`src/rtl/tree_dfs_walker.sv`:
```
// Depth-first walker for binary decision trees held in node RAM.
// Right children are parked on an external stack while the left branch is
// explored; leaves are streamed out in left-first order.
module tree_dfs_walker #(
  parameter int unsigned NODE_W = 8,
  parameter int unsigned CNT_W  = 16
) (
  input  logic                clk,
  input  logic                reset,
  input  logic                start,
  input  logic [NODE_W-1:0]   root_id,
  output logic                busy,
  output logic                done,
  output logic                err_overflow,
  output logic                mem_rd_en,
  output logic [NODE_W-1:0]   mem_addr,
  input  logic [2*NODE_W:0]   mem_rd_data,
  output logic                stk_push,
  output logic [NODE_W-1:0]   stk_wdata,
  output logic                stk_pop,
  input  logic [NODE_W-1:0]   stk_rdata,
  input  logic                stk_just_popped,
  input  logic                stk_full,
  input  logic                stk_empty,
  output logic                leaf_valid,
  output logic [NODE_W-1:0]   leaf_id,
  input  logic                leaf_ready,
  output logic [CNT_W-1:0]    leaf_count
);

  typedef enum logic [2:0] {
    StIdle,
    StFetch,
    StDecode,
    StEmit,
    StPop,
    StPopWait,
    StDone
  } state_e;

  state_e              state;
  logic [NODE_W-1:0]   cur;

  logic                node_is_leaf;
  logic [NODE_W-1:0]   node_left;
  logic [NODE_W-1:0]   node_right;

  assign node_is_leaf = mem_rd_data[2*NODE_W];
  assign node_left    = mem_rd_data[2*NODE_W-1:NODE_W];
  assign node_right   = mem_rd_data[NODE_W-1:0];

  // Stack strobes depend on same-cycle node data and stack flags, so they are
  // decoded from the registered state rather than registered themselves.
  always_comb begin
    stk_push  = (state == StDecode) && !node_is_leaf && !stk_full;
    stk_wdata = stk_push ? node_right : '0;
    stk_pop   = (state == StPop) && !stk_empty;
  end

  // Walk sequencer with registered status, memory and leaf outputs.
  always_ff @(posedge clk or negedge reset) begin
    if (!reset) begin
      state        <= StIdle;
      cur          <= '0;
      busy         <= 1'b0;
      done         <= 1'b0;
      err_overflow <= 1'b0;
      mem_rd_en    <= 1'b0;
      mem_addr     <= '0;
      leaf_valid   <= 1'b0;
      leaf_id      <= '0;
      leaf_count   <= '0;
    end else begin
      unique case (state)
        StIdle: begin
          if (start) begin
            cur          <= root_id;
            mem_addr     <= root_id;
            mem_rd_en    <= 1'b1;
            busy         <= 1'b1;
            leaf_count   <= '0;
            err_overflow <= 1'b0;
            state        <= StFetch;
          end
        end
        StFetch: begin
          mem_rd_en <= 1'b0;
          state     <= StDecode;
        end
        StDecode: begin
          if (node_is_leaf) begin
            leaf_valid <= 1'b1;
            leaf_id    <= cur;
            state      <= StEmit;
          end else if (!stk_full) begin
            cur       <= node_left;
            mem_addr  <= node_left;
            mem_rd_en <= 1'b1;
            state     <= StFetch;
          end else begin
            err_overflow <= 1'b1;
            done         <= 1'b1;
            state        <= StDone;
          end
        end
        StEmit: begin
          if (leaf_ready) begin
            leaf_valid <= 1'b0;
            if (leaf_count != {CNT_W{1'b1}}) begin
              leaf_count <= leaf_count + {{(CNT_W-1){1'b0}}, 1'b1};
            end
            state <= StPop;
          end
        end
        StPop: begin
          if (stk_empty) begin
            done  <= 1'b1;
            state <= StDone;
          end else begin
            state <= StPopWait;
          end
        end
        StPopWait: begin
          if (stk_just_popped) begin
            cur       <= stk_rdata;
            mem_addr  <= stk_rdata;
            mem_rd_en <= 1'b1;
            state     <= StFetch;
          end
        end
        StDone: begin
          done  <= 1'b0;
          busy  <= 1'b0;
          state <= StIdle;
        end
        default: state <= StIdle;
      endcase
    end
  end

endmodule

```
`config.mk`:
```
export PLATFORM = sky130hd
export DESIGN_NAME = tree_dfs_walker
export DESIGN_NICKNAME = d
export VERILOG_FILES = /design/src/rtl/tree_dfs_walker.sv
export SDC_FILE = /design/constraint.sdc
export NUM_CORES = 1
export LEC_CHECK = 0
export CAP_MARGIN = 40
export CORE_UTILIZATION = 35
export CTS_CLUSTER_DIAMETER = 120
export DETAILED_ROUTE_END_ITERATION = 7
export DONT_BUFFER_PORTS = 1
export GPL_ROUTABILITY_DRIVEN = 0
export SLEW_MARGIN = 10
export SYNTH_ARGS = -nofsm -noshare
export SYNTH_HDL_FRONTEND = slang
export SYNTH_SLANG_ARGS = --single-unit
```
`constraint.sdc`:
```
create_clock -name clk -period 2.2 [get_ports clk]
set_input_delay 0.11 -clock clk [delete_from_list [all_inputs] [get_ports clk]]
set_output_delay 0.11 -clock clk [all_outputs]
set_load 0.1 [all_outputs]
```
# Word-level counts from Yosys, hierarchy flattened
# Cells that the tools add are included.
# word_totals
regBits,40
out_inout_bits,47
# classes
n_eq_ne,16
n_reduce_logical,23
addsub,1
n_mux,32
# ops
cell,n
two-way mux 16 bit,3
two-way mux 8 bit,5
one-hot mux 16 bit (2 select lines),1
one-hot mux 8 bit (3 select lines),1
inequality test 2 bit (second input constant),9
one-hot mux 3 bit (6 select lines),1
adder 16 x 1 -> 16 bit (second input constant),1
inequality test 16 bit (second input constant),1
two-way mux 3 bit,5
AND reduction 4 bit,3
two-way mux 1 bit,10
AND reduction 5 bit,2
== test 3 bit (second input constant),3
nonzero test 2 bit,4
== test 3 x 2 -> 1 bit (second input constant),2
one-hot mux 1 bit (2 select lines),3
AND reduction 3 bit,2
nonzero test 3 bit,2
one-hot mux 1 bit (4 select lines),1
AND reduction 2 bit,2
nonzero test 4 bit,1
== test 3 x 1 -> 1 bit (second input constant),1
logical AND 1 bit,3
zero test 1 bit,3
other kinds (3),3

# Depth between registers and ports, before layout
# logic_depth
ltp_word,4
depth_mapped,7
mapped_depth_nobuf,6

# Worst setup path after synthesis
# No wires, ideal clock.
# synth_path
path_kind,flip-flop to output port
from,reg state[0]
to,out stk_pop
arrival_ns,3.851
stages_incl_launch_ff,5
required_time_ns,2.090
setup_slack_ns,-1.761
cell_sequence,dfrtp_1 > buf_2 > buf_2 > buf_2 > nor4_1
# synth_between
elab_chain_cells,2
# synth_lines
element,line_no,rtl
"start, declared",41,state_e state;
"start signal, assigned",63,state <= StIdle;
"start signal, assigned",83,state <= StFetch;
"start signal, assigned",88,state <= StDecode;
== test 3 bit,57,stk_pop = (state == StPop) && !stk_empty;
logical AND 1 bit,57,
"end, declared",20,"output logic stk_pop,"
# Every way passes these cells.

# Worst setup path in the final report
# layout_path
from,reg state[1]
to,out stk_wdata[2]
# layout_between
elab_chain_cells,4
# layout_lines
element,line_no,rtl
== test 3 x 2 -> 1 bit,55,stk_push = (state == StDecode) && !node_is_leaf && !stk_full;
logical AND 1 bit (2 in series),55,
two-way mux 8 bit,56,stk_wdata = stk_push ? node_right : '0;
"end, declared",19,"output logic [NODE_W-1:0] stk_wdata,"
# Every way passes these cells.

==> metrics.cfg <==
[outcome]
status=finished, violations left
violations=DRC

[pwr]
p_sw_mw=2.96
p_clk_share_pct=11.8
p_comb_share_pct=65.7
p_per_area_nw_per_um2=1660
swShare_pct=57.9
ir_drop_v=0.000636
p_total_mw=5.12
pwr-share-seq_pct=22.6
p_int_mw=2.15
p_leak_nw=1.32

[global_routing]
antenna_found_initial=0
grt_use_met3_pct=5.51
gr-total-overflow=0
grt_max_degree=41
grt_first_pass_wirelength_um=11000
use_met2_pct=30.4
grt_pass1_vias=2191
grtUsageTotal_pct=19.6
grt_busiest_layer=met2
met1_usage_pct=25.6

[detailed_routing]
drt_first_pass_iters=6
vias=2250
wl_um=6600
vias_per_cell=5.70
drc=2
post_drt_wl_per_cell_um=16.7
drt_iter0_markers=212
antenna_left=0

[worst_setup_path]
setup.worst_path.end_class=output pin
worstPathRequired_ns=2.09
crit_path_max_fanout=18
path_class=reg2out
r2r_slack_ns=0.31
start_kind=register
cp.arrival_ns=1.84

[yosys]
synth-seq-cells=40
synth_edf_count=0
synth-async-reset-ratio_pct=100
synth_cell_types=53
netlist_area_um2=2370
ys_warn_count=0
synth_nets=311
yosysSeqAreaShare_pct=42.2
syn_avg_cell_area_um2=8.78
netlist_instances=270
synth-main-ff-cell=dfrtp_1

[cells_and_area]
seqCellArea_um2=1010
n_antenna_cell=0
post-route-util_pct=47.6
synthToLayoutAreaGrowth_pct=29.7
final_area_um2=3070
drive_gt1_share_pct=32.4
multi_input_area_um2=1300
instances_no_fill=395
final_cell_mix=buf_4, nand2_1, dfrtp_1, o21ai_0, nor2_1
fin_nets=358
final_common_cell=buf_4
fillers=651

[die]
die_h_um=84.3
coreArea_um2=6460
rows=29
initial_core_util_pct=36.7
die_w_um=84.3
ios=87
design.die.area_um2=7100

[timing]
finClkSkew_ns=0.00984
rsz0062_at_grt=false
slew_headroom_pct=58.1
whs_ns=0.0235
hold_viol=0
fmax_mhz=513
tightest_slew_ns=0.628
period_share_pct=88.6
slew_viol_final=0
fin_crit_ns=1.95
setup_violations=0

[clock_network]
cts_setup_buffers=0
cts_max_level=2
insertion_delay_ns=0.30
cts_tree=yes
cts_inserted_buffers=5
path_clk_slew_ns=0.08
cts_max_path_buffers=2
clockRootBuffer=clkbuf_8
clock-sinks=40

[run]
maxCapViolCount=0

[placement]
dp_hpwl_um=4820
dpl.cell_count=384
portBuffers=0
dpl_cell_area_um2=2930

[worst_hold_path]
hold_class=in2reg

==> area by class of cell <==
class                   count  share of cell area [%]
multi-input cells         209                    42.2
flip-flops and latches     40                    32.9
repair buffers             57                    17.7
well taps                  77                    3.13
clock buffers               6                    2.36
clock inverters             2                    1.14
inverters                   4                   0.488
==> critical path: stages (launching register included) <==
cell     delay, ns
dfrtp_2       0.55
buf_4         0.23
nand2_1       0.12
nor3_4        0.24
and2_2        0.23
buf_12        0.17
==> through the flow <==
step / TNS, ns / setup slack, ns
floorplan: -0.894 / -0.112
global placement: 0 / 0.309
detailed placement: 0 / 0.263
CTS: 0 / 0.0836
global route: 0 / 0.133
finish: 0 / 0.251
==> path summary, 6_finish.rpt <==
kind                            startpoint  cells after the start            end
worst max-delay path              state[1]                      5   stk_wdata[2]
worst min-delay path            leaf_ready                      2       state[2]
worst max register to register    state[2]                      5  leaf_count[9]
worst min register to register      cur[7]                      2         cur[7]
max in group asynchronous            reset                      2       state[1]
min in group asynchronous            reset                      2  leaf_count[8]
==> cells in the mapped netlist, types with 2 or more instances <==
| cell type | n | area share [%] |
|---|---|---|
| a21oi_1 | 10 | 2.1 |
| a31oi_1 | 14 | 3.7 |
| a41oi_1 | 2 | 0.74 |
| and2_1 | 8 | 2.1 |
| and3_1 | 3 | 0.79 |
| buf_2 | 9 | 1.9 |
| clkbuf_1 | 6 | 0.95 |
| dfrtp_1 | 40 | 42 |
| inv_1 | 3 | 0.48 |
| mux2_2 | 8 | 3.8 |
| nand2_1 | 42 | 6.7 |
| nand2b_1 | 6 | 1.6 |
| nand3_1 | 10 | 2.1 |
| nand4_2 | 2 | 1.1 |
| nor2_1 | 15 | 2.4 |
| nor2b_1 | 4 | 1.1 |
| nor3_1 | 11 | 2.3 |
| nor4_1 | 2 | 0.53 |
| o21ai_0 | 16 | 3.4 |
| o21ai_1 | 9 | 1.9 |
| o22a_1 | 2 | 0.74 |
| o22ai_1 | 8 | 2.1 |
| o311ai_0 | 8 | 3.0 |
| o31a_1 | 2 | 0.74 |
| o32ai_1 | 2 | 0.74 |
==> state kept, by name (all words and copies together) (netlist names) <==
| register | cells |
|---|---|
| busy | 1 |
| cur | 8 |
| done | 1 |
| err_overflow | 1 |
| leaf_count | 16 |
| leaf_id | 8 |
| leaf_valid | 1 |
| mem_rd_en | 1 |
| state | 3 |
==> kinds of logic (layout without fill, tap and decap cells) <==
family	after synthesis	count (layout)	synth area share, %
buffers and inverters	21	69	4.28
muxes	9	9	4.22
and+or+nand+nor	114	114	24.6
AOI/OAI and AO/OA	85	85	24.1
DFF	40	40	42.2
adders and majority gates	1	1	0.528
==> layer usage <==
| layer | part of all wire (%) | vias up |
|---|---|---|
| met3 | 7.3 | 14 |
| met2 | 49 | 83 |
| met5 | 0 | - |
| li1 | - | 1100 |
| met1 | 41 | 1053 |
| met4 | 2.7 | 0 |
==> repair_timing <==
item,CTS,global route
resized for setup,0,1
setup endpoints to repair,0,12
hold endpoints to repair,41,0
hold buffers,3,0
==> power by group through the flow <==
| stage | Combinational, mW | Clock, mW | Sequential [mW] |
|---|---|---|---|
| after global routing | 3.57 | 0.644 | 1.19 |
| after CTS | 3.38 | 0.612 | 1.15 |
| final | 3.36 | 0.602 | 1.15 |
| after detailed placement | 3.35 | 0 | 1.17 |
| after global placement | 3.30 | 0 | 1.16 |
| after floorplan | 1.24 | 0 | 2.58 |
(Power assumes the default switching activity.)
